==> src/rtl/control_pipe.sv <==
// ----------------------------------------------------------------------------
// control_pipe
//   Pipelined MIPS control unit. Decodes opcode/funct in ID, carries the
//   EX/MEM/WB control bundles through stage registers, detects load-use
//   hazards and inserts LOAD_STALL_CYC bubbles, raises the IF flush for
//   J / JR / taken BGT, and freezes every stage while data memory is busy.
//
//   Optional feature macro: CTRL_PERF_EN
//     When defined, adds saturating perf counters perf_stall_cnt and
//     perf_flush_cnt (PERF_W bits each). When undefined they are absent.
//
//   Ports
//     clk, rst_n       clock, asynchronous active-low reset
//     opcode_id        opcode of instruction in ID
//     funct_id         funct field of instruction in ID
//     rs_id, rt_id     source register numbers in ID
//     bgt_taken_id     BGT comparison result in ID
//     mem_busy         data memory not ready; freeze the pipe
//     stall            hold PC and IF/ID register
//     if_flush         squash instruction in IF
//     jump_id          J taken
//     jr_id            JR taken
//     branch_id        BGT decoded
//     ex_alu_op        ALUOp in EX
//     ex_alu_src       ALUSrc in EX
//     ex_reg_dst       RegDst in EX
//     mem_mem_read     MemRead in MEM
//     mem_mem_write    MemWrite in MEM
//     wb_reg_write     RegWrite in WB
//     wb_mem_to_reg    MemtoReg in WB
//     perf_stall_cnt   hazard-bubble cycles (CTRL_PERF_EN only)
//     perf_flush_cnt   if_flush cycles (CTRL_PERF_EN only)
// ----------------------------------------------------------------------------
module control_pipe #(
    parameter int OPW            = 6,
    parameter int FNW            = 6,
    parameter int RAW            = 5,
    parameter int LOAD_STALL_CYC = 1,
    parameter int PERF_W         = 16
) (
    input  logic           clk,
    input  logic           rst_n,
    input  logic [OPW-1:0] opcode_id,
    input  logic [FNW-1:0] funct_id,
    input  logic [RAW-1:0] rs_id,
    input  logic [RAW-1:0] rt_id,
    input  logic           bgt_taken_id,
    input  logic           mem_busy,
    output logic           stall,
    output logic           if_flush,
    output logic           jump_id,
    output logic           jr_id,
    output logic           branch_id,
    output logic [1:0]     ex_alu_op,
    output logic           ex_alu_src,
    output logic           ex_reg_dst,
    output logic           mem_mem_read,
    output logic           mem_mem_write,
    output logic           wb_reg_write,
    output logic           wb_mem_to_reg
`ifdef CTRL_PERF_EN
    ,
    output logic [PERF_W-1:0] perf_stall_cnt,
    output logic [PERF_W-1:0] perf_flush_cnt
`endif
);

    // ------------------------------------------------------------------
    // Encodings
    // ------------------------------------------------------------------
    localparam logic [OPW-1:0] OP_RTYPE = OPW'(6'b000000);
    localparam logic [OPW-1:0] OP_ADDI  = OPW'(6'b001000);
    localparam logic [OPW-1:0] OP_LW    = OPW'(6'b100011);
    localparam logic [OPW-1:0] OP_SW    = OPW'(6'b101011);
    localparam logic [OPW-1:0] OP_BGT   = OPW'(6'b000111);
    localparam logic [OPW-1:0] OP_J     = OPW'(6'b000010);
    localparam logic [FNW-1:0] FN_JR    = FNW'(6'b001000);

    // Bubble countdown preload; the hazard cycle itself is the first bubble.
    localparam logic [1:0] CNT_LOAD = 2'(LOAD_STALL_CYC - 1);

    // ------------------------------------------------------------------
    // Control bundles. Each stage keeps only the fields still needed
    // downstream of it.
    // ------------------------------------------------------------------
    typedef struct packed {
        logic [1:0] alu_op;
        logic       alu_src;
        logic       reg_dst;
    } ex_ctl_t;

    typedef struct packed {
        logic mem_read;
        logic mem_write;
    } mem_ctl_t;

    typedef struct packed {
        logic reg_write;
        logic mem_to_reg;
    } wb_ctl_t;

    typedef struct packed {
        ex_ctl_t  ex;
        mem_ctl_t mem;
        wb_ctl_t  wb;
    } ctrl_t;

    typedef struct packed {
        mem_ctl_t mem;
        wb_ctl_t  wb;
    } mem_stage_t;

    localparam ex_ctl_t  EX_NOP  = '{alu_op: 2'b11, alu_src: 1'b0, reg_dst: 1'b0};
    localparam mem_ctl_t MEM_NOP = '{mem_read: 1'b0, mem_write: 1'b0};
    localparam wb_ctl_t  WB_NOP  = '{reg_write: 1'b0, mem_to_reg: 1'b0};
    localparam ctrl_t    CTRL_NOP = '{ex: EX_NOP, mem: MEM_NOP, wb: WB_NOP};
    localparam mem_stage_t MEMST_NOP = '{mem: MEM_NOP, wb: WB_NOP};

    // ------------------------------------------------------------------
    // State
    // ------------------------------------------------------------------
    ctrl_t          ex_q,    ex_d;
    logic [RAW-1:0] ex_rt_q, ex_rt_d;
    mem_stage_t     mem_q,   mem_d;
    wb_ctl_t        wb_q,    wb_d;
    logic [1:0]     cnt_q,   cnt_d;

    // ------------------------------------------------------------------
    // ID decode
    // ------------------------------------------------------------------
    ctrl_t dec;
    logic  dec_j;
    logic  dec_jr;
    logic  dec_bgt;

    always_comb begin
        dec     = CTRL_NOP;
        dec_j   = 1'b0;
        dec_jr  = 1'b0;
        dec_bgt = 1'b0;
        case (opcode_id)
            OP_RTYPE: begin
                dec.ex.alu_op    = 2'b10;
                dec.ex.reg_dst   = 1'b1;
                // JR shares the R-type bundle but writes no register.
                dec_jr           = (funct_id == FN_JR);
                dec.wb.reg_write = (funct_id != FN_JR);
            end
            OP_ADDI: begin
                dec.ex.alu_op    = 2'b00;
                dec.ex.alu_src   = 1'b1;
                dec.wb.reg_write = 1'b1;
            end
            OP_LW: begin
                dec.ex.alu_op     = 2'b00;
                dec.ex.alu_src    = 1'b1;
                dec.mem.mem_read  = 1'b1;
                dec.wb.mem_to_reg = 1'b1;
                dec.wb.reg_write  = 1'b1;
            end
            OP_SW: begin
                dec.ex.alu_op     = 2'b00;
                dec.ex.alu_src    = 1'b1;
                dec.mem.mem_write = 1'b1;
            end
            OP_BGT: begin
                dec.ex.alu_op = 2'b01;
                dec_bgt       = 1'b1;
            end
            OP_J: begin
                dec.ex.alu_op = 2'b11;
                dec_j         = 1'b1;
            end
            default: begin
                dec = CTRL_NOP;
            end
        endcase
    end

    // ------------------------------------------------------------------
    // Hazard detection and stall / flush generation
    // ------------------------------------------------------------------
    logic haz;
    logic bubble;

    assign haz = ex_q.mem.mem_read && (ex_rt_q != '0) &&
                 ((ex_rt_q == rs_id) || (ex_rt_q == rt_id));

    // A bubble is inserted on the hazard cycle and on every cycle the
    // countdown is still running.
    assign bubble = haz || (cnt_q != '0);

    assign stall     = bubble || mem_busy;
    assign jump_id   = dec_j   && !stall;
    assign jr_id     = dec_jr  && !stall;
    assign branch_id = dec_bgt && !stall;
    assign if_flush  = jump_id || jr_id || (branch_id && bgt_taken_id);

    // ------------------------------------------------------------------
    // Stage advance. mem_busy freezes everything, including the bubble
    // countdown, so a pending hazard is simply re-seen after release.
    // ------------------------------------------------------------------
    always_comb begin
        ex_d    = ex_q;
        ex_rt_d = ex_rt_q;
        mem_d   = mem_q;
        wb_d    = wb_q;
        cnt_d   = cnt_q;
        if (!mem_busy) begin
            wb_d      = mem_q.wb;
            mem_d.mem = ex_q.mem;
            mem_d.wb  = ex_q.wb;
            if (bubble) begin
                ex_d    = CTRL_NOP;
                ex_rt_d = '0;
            end else begin
                ex_d    = dec;
                ex_rt_d = rt_id;
            end
            if (cnt_q != '0) begin
                cnt_d = cnt_q - 2'd1;
            end else if (haz) begin
                cnt_d = CNT_LOAD;
            end
        end
    end

    always_ff @(posedge clk or negedge rst_n) begin
        if (!rst_n) begin
            ex_q    <= CTRL_NOP;
            ex_rt_q <= '0;
            mem_q   <= MEMST_NOP;
            wb_q    <= WB_NOP;
            cnt_q   <= '0;
        end else begin
            ex_q    <= ex_d;
            ex_rt_q <= ex_rt_d;
            mem_q   <= mem_d;
            wb_q    <= wb_d;
            cnt_q   <= cnt_d;
        end
    end

    assign ex_alu_op     = ex_q.ex.alu_op;
    assign ex_alu_src    = ex_q.ex.alu_src;
    assign ex_reg_dst    = ex_q.ex.reg_dst;
    assign mem_mem_read  = mem_q.mem.mem_read;
    assign mem_mem_write = mem_q.mem.mem_write;
    assign wb_reg_write  = wb_q.reg_write;
    assign wb_mem_to_reg = wb_q.mem_to_reg;

    // ------------------------------------------------------------------
    // Optional saturating perf counters
    // ------------------------------------------------------------------
`ifdef CTRL_PERF_EN
    logic [PERF_W-1:0] perf_stall_q, perf_stall_d;
    logic [PERF_W-1:0] perf_flush_q, perf_flush_d;

    always_comb begin
        perf_stall_d = perf_stall_q;
        perf_flush_d = perf_flush_q;
        // Only hazard bubbles count; memory-busy freeze cycles do not.
        if (bubble && !mem_busy && (perf_stall_q != '1)) begin
            perf_stall_d = perf_stall_q + PERF_W'(1);
        end
        if (if_flush && (perf_flush_q != '1)) begin
            perf_flush_d = perf_flush_q + PERF_W'(1);
        end
    end

    always_ff @(posedge clk or negedge rst_n) begin
        if (!rst_n) begin
            perf_stall_q <= '0;
            perf_flush_q <= '0;
        end else begin
            perf_stall_q <= perf_stall_d;
            perf_flush_q <= perf_flush_d;
        end
    end

    assign perf_stall_cnt = perf_stall_q;
    assign perf_flush_cnt = perf_flush_q;
`else
    localparam int unused_perf_w = PERF_W;
`endif

endmodule

==> config.mk <==
export PLATFORM = sky130hd
export DESIGN_NAME = control_pipe
export DESIGN_NICKNAME = d
export VERILOG_FILES = /design/src/rtl/control_pipe.sv
export SDC_FILE = /design/constraint.sdc
export NUM_CORES = 1
export LEC_CHECK = 0
export CORE_UTILIZATION = 35
export DETAILED_ROUTE_END_ITERATION = 7
export PLACE_DENSITY = 0.64
export SYNTH_ARGS = -nofsm -noshare
export SYNTH_HDL_FRONTEND = slang
export SYNTH_SLANG_ARGS = --single-unit
==> constraint.sdc <==
create_clock -name clk -period 2.4 [get_ports clk]
set_input_delay 0.48 -clock clk [delete_from_list [all_inputs] [get_ports clk]]
set_output_delay 0.48 -clock clk [all_outputs]
set_load 0.01 [all_outputs]
# Word-level counts from Yosys, hierarchy flattened
# Index checks and enable logic that the tools add are counted.
# totals
out_inout_bits	13
in_bits	26
regBits	21
word_cells	58
# classes
n_bitwise	1
n_eq_ne	9
mux	13
n_reduce_logical	19
add_sub_neg	1
# op_table
cell	count
6-bit by 4-bit equality test with 1-bit output, second input constant	2
6-bit equality test, second input constant	2
5-bit equality test	2
8-bit 2-to-1 mux	1
1-bit 2-to-1 mux	7
6-bit by 2-bit equality test with 1-bit output, second input constant	1
6-bit by 3-bit equality test with 1-bit output, second input constant	1
1-bit logical AND	6
6-bit logical NOT	1
6-bit by 4-bit inequality test with 1-bit output, second input constant	1
2-bit one-hot mux with 3 select lines	1
1-bit logical OR	5
5-bit 2-to-1 mux	1
5-bit nonzero test	1
2-bit 2-to-1 mux	2
2-bit nonzero test	2
3-bit OR reduction	1
1-bit one-hot mux with 2 select lines	1
2-bit AND reduction	1
2-bit OR reduction	1
2-bit by 1-bit subtractor with 2-bit output, second input constant	1
1-bit logical NOT	1
1-bit inverter	1

# Depth between registers and ports, before layout
# Gate-level depths: netlist of run 1.
# logic_depth
ltp_word	9
mapped_depth	7
mapped_depth_nobuf	6

# Worst setup path before layout of run 1
# No wires, ideal clock.
# synth_timing
path_kind	in2out
startpoint	in funct_id[1]
endpoint	out if_flush
n_path_buf	0
stages	4
arrival_ps	1710
path_slack_ps	210
t_required_ps	1920
cell_sequence	or4b_2 > nor3_1 > o21ai_0 > a21oi_1
# synth_via
elab_chain_len	5
# synth_rtl
element	line_no	text
start, declared	44	input logic [FNW-1:0] funct_id,
6-bit by 4-bit equality test with 1-bit output	146	dec_jr = (funct_id == FN_JR);
1-bit 2-to-1 mux	141	case (opcode_id)
1-bit logical AND	195	assign jr_id = dec_jr && !stall;
1-bit logical OR (2 in a row)	197	assign if_flush = jump_id || jr_id || (branch_id && bgt_taken_id);
end, declared	50	output logic if_flush,
# Every way passes these cells.

# Final worst setup path of run 1
# layout_timing
startpoint	reg ex_rt_q[2]
endpoint	out jr_id
# layout_via
elab_chain_len	7
word_cells_on_any_way	10
cone_classes	2 x eq/ne; 8 x reduce/logical
# layout_rtl
element	line_no	text
start, declared	123	logic [RAW-1:0] ex_rt_q, ex_rt_d;
start signal, assigned	237	ex_rt_q <= ex_rt_d;
5-bit equality test / 5-bit nonzero test (equally long branches)	187, 186	
1-bit logical OR / 1-bit logical AND (equally long branches)	187, 186	
1-bit logical AND (*)	186	assign haz = ex_q.mem.mem_read && (ex_rt_q != '0) &&
1-bit logical OR (*)	191	assign bubble = haz || (cnt_q != '0);
1-bit logical OR (*)	193	assign stall = bubble || mem_busy;
1-bit logical NOT (*)	195	
1-bit logical AND (*)	195	
end, declared	52	output logic jr_id,
# Every way passes the cells marked *; elsewhere a longest branch is shown, timed or not.

==> results of run 1 <==
[layout by cell type, fill, tap and decap left out, drive strengths merged, types with 5 or more instances in the layout]
cell and n:
buf 31, clkdlybuf4s50 21, dfrtp 17, nand2 12, dlygate4sd2 11, xor2 10
nor2 6, o21ai 6, nor3 6, a22o 5, mux2 5
[power by group]
group | leakage, nW | switching (W) | internal [W]
registers | 0.249 | 0.00000920 | 0.000334
logic | 0.518 | 0.0000657 | 0.0000926
clock network | 0.0177 | 0.0000945 | 0.0000620
[timing repair]
action	CTS	global route
gates resized for setup	39	2
endpoints found under the setup margin	5	4
buffers inserted	2	1
pin swaps	11	4
endpoints found under the hold margin	0	0
[routing by layer]
| metal | part of all wire | GRT usage |
|---|---|---|
| met3 | 0.055 | 0.0302 |
| met1 | 0.46 | 0.189 |
| met5 | 0 | 0 |
| met4 | 0.012 | 0.0750 |
| met2 | 0.47 | 0.279 |
[through the flow]
stage | TNS (ns) | setup slack (ns)
4_1_cts | -0.0693 | -0.0454
3_3_place_gp | -2.67 | -0.668
3_5_place_dp | -2.84 | -0.731
6_report | -0.0111 | -0.0111
2_1_floorplan | 0 | 0.210
5_1_grt | -0.330 | -0.102
[cell families (layout without fill, tap and decap cells)]
family	after synthesis	count (layout)	share of synthesized area
and+or+nand+nor	40	40	0.214
AOI/OAI and AO/OA	19	19	0.126
buffers and inverters	7	70	0.0434
muxes	5	5	0.0558
DFF	19	19	0.473
xor gates and xnor gates	10	10	0.0867
[worst min-delay path, stage by stage, from the launching register on]
cell and delay [ns]:
dfrtp_1 0.35, nand2_1 0.05, o21ai_1 0.06
[final cells by class]
type / count / area [um^2]
fill: 277 / 1120
multi-input combinational: 74 / 522
clock buffer: 3 / 22.5
inverter: 2 / 10.0
clock inverter: 1 / 5.00
tap: 31 / 38.8
sequential: 19 / 478
timing repair buffer: 64 / 539
[worst min-delay path by stage]
stage,cells after the start,endpoint
2_1_floorplan,0,cnt_q[0]
3_3_place_gp,2,cnt_q[0]
3_5_place_dp,2,ex_reg_dst
4_1_cts,2,wb_mem_to_reg
5_1_grt,2,wb_mem_to_reg
6_report,2,ex_reg_dst
==> key figures, run 1 <==
Global route
  • First-pass GRT wire length: 3930 um
  • Vias in the first global route: 957
  • Largest net degree at the start of global routing: 20
  • Initial antenna violation count: 0
  • GRT Util Overall: 0.160
  • Global route total overflow: 0

Floorplan
  • Die width: 55.7 um
  • Row cnt: 19
  • Core ar.: 0.00273 mm^2
  • Die height: 55.7 um
  • IO Count: 39
  • Area of the die: 0.00310 mm^2
  • Initial Util: 0.369

Placed design
  • Hpwl dp: 1680 um
  • Final GP Congestion: 0.787
  • Placed cell areas: 0.00157 mm^2
  • Dpl cells: 187
  • I/O Buffers: 38

Worst setup path
  • FF-to-FF Start: ex_rt_q[4]
  • Critical Path Fanout Max: 5
  • CP Capture Point: jr_id
  • Buf+Inv Stages, Crit Path: 2
  • Critical path type: flop to output port
  • CP max-delay cell: or4_4
  • Crit path max-delay family: simple AND/OR/NAND/NOR gates
  • CP max stage delay: 0.53 ns
  • R2r worst-path depth: 7
  • Flop-to-flop setup slack: 0.68 ns
  • Worst Path Arrival: 1.93 ns
  • Crit path launch type: flop
  • Reg2reg end: ex_rt_q[2]
  • Crit-path cells: or4_4, o21ai_2, o21a_1, inv_4, nor3_4, buf_2
  • Stages on worst setup path: 6
  • CP startpoint: ex_rt_q[2]
  • CP required: 1.92 ns
  • CP endpoint kind: output port

Clock network
  • Max Root-Sink Buffers: 2
  • Hold Buf Count CTS: 0
  • CTS Buf Count: 3
  • CTS sink count: 19
  • H-tree levels: 1
  • Worst-Skew Late Latency: 0.29 ns
  • CTS tree: yes
  • Root buf cell: clkbuf_4
  • CTS clock-pin slew for the worst setup and hold paths: 0.10 ns

Logic synthesis
  • Post-synthesis register bit count: 19
  • Synthesized Nets: 126
  • Sequential area share after synthesis: 0.473
  • Yosys cell types: 30
  • Post-synth top cells: dfrtp_1, nand2_1, xor2_1, nor2_1
  • Synth top area cells: dfrtp_1, xor2_1, mux2_2, dfstp_2, nand2_1
  • Post-synth top flop: dfrtp_1
  • FFs w/ async S/R, synth: 1.00
  • Post-Syn Area: 0.00101 mm^2
  • YS warnings: 0
  • Syn_area_per_cell: 10.1 um^2
  • Cells after Synth: 100
  • Proportion of netlist area held by the largest area contributor: 0.421
  • EDFF count, synth: 0
  • Most common cell in the netlist: dfrtp_1
  • Synth area leader: dfrtp_1

STA
  • Final number of hold-violating endpoints: 0
  • Final period util: 1.00
  • Max frequency: 0.415 GHz
  • Headroom to the max-slew limit: 0.751
  • Min setup slack post-route: -0.0111 ns
  • Final min period: 2.41 ns
  • Max Slew Vio Count: 0
  • Setup-failing EPs final: 1
  • Fin Clk Skew: 0.00179 ns
  • Worst Tran Pin Value: 0.369 ns
  • RSZ-0062 raised after global routing: true
  • Hold WS: 0.501 ns

Finish
  • Area Growth Syn to Fin: 60.0%
  • Layout Utilization: 0.591
  • Reg with most FFs: ex_rt_q
  • Max reg flops: 5
  • N_diodes: 0
  • Finished layout cell area: 0.00162 mm^2
  • Nets: 190
  • Final std cells w/o fill: 194
  • Largest registers: ex_rt_q: 5 flops, ex_q: 3 flops
  • Layout cells sized above 1: 0.319

Power
  • Worst VDD drop: 0.260 mV
  • Lkg Pwr: 0.785 nW
  • PD cells: 407 mW/mm^2
  • Tot Pwr: 0.000658 W

Drt
  • DR DRC count: 0
  • First-pass detailed-route iteration total: 3
  • Via Count: 934
  • Routed wire length: 2180 um
  • Wire per inst: 11.2 um
  • DRT iter0 DRCs: 21
  • Routed vias/inst: 4.81
  • Antenna-violating nets left: 0

Outcome
  • Status: finished with violations
  • Failing checks: setup timing

Flow run
  • Max Cap Viol: 0

Hold path
  • Tightest Hold Check Type: flop to flop
  • Hold Startpoint: ex_reg_dst
Note: power is estimated with default switching activity, not from simulation.
==> run 2, diff against run 1 <==
- CTS_CLUSTER_SIZE: not set -> 25
==> results of run 2 <==
No change in the layout: final DEF, timing and power equal those of run 1.
==> run 3, diff against run 2 <==
- GPL_ROUTABILITY_DRIVEN: not set -> 0
==> results of run 3 <==
No change in the layout: final DEF, timing and power equal those of run 1.
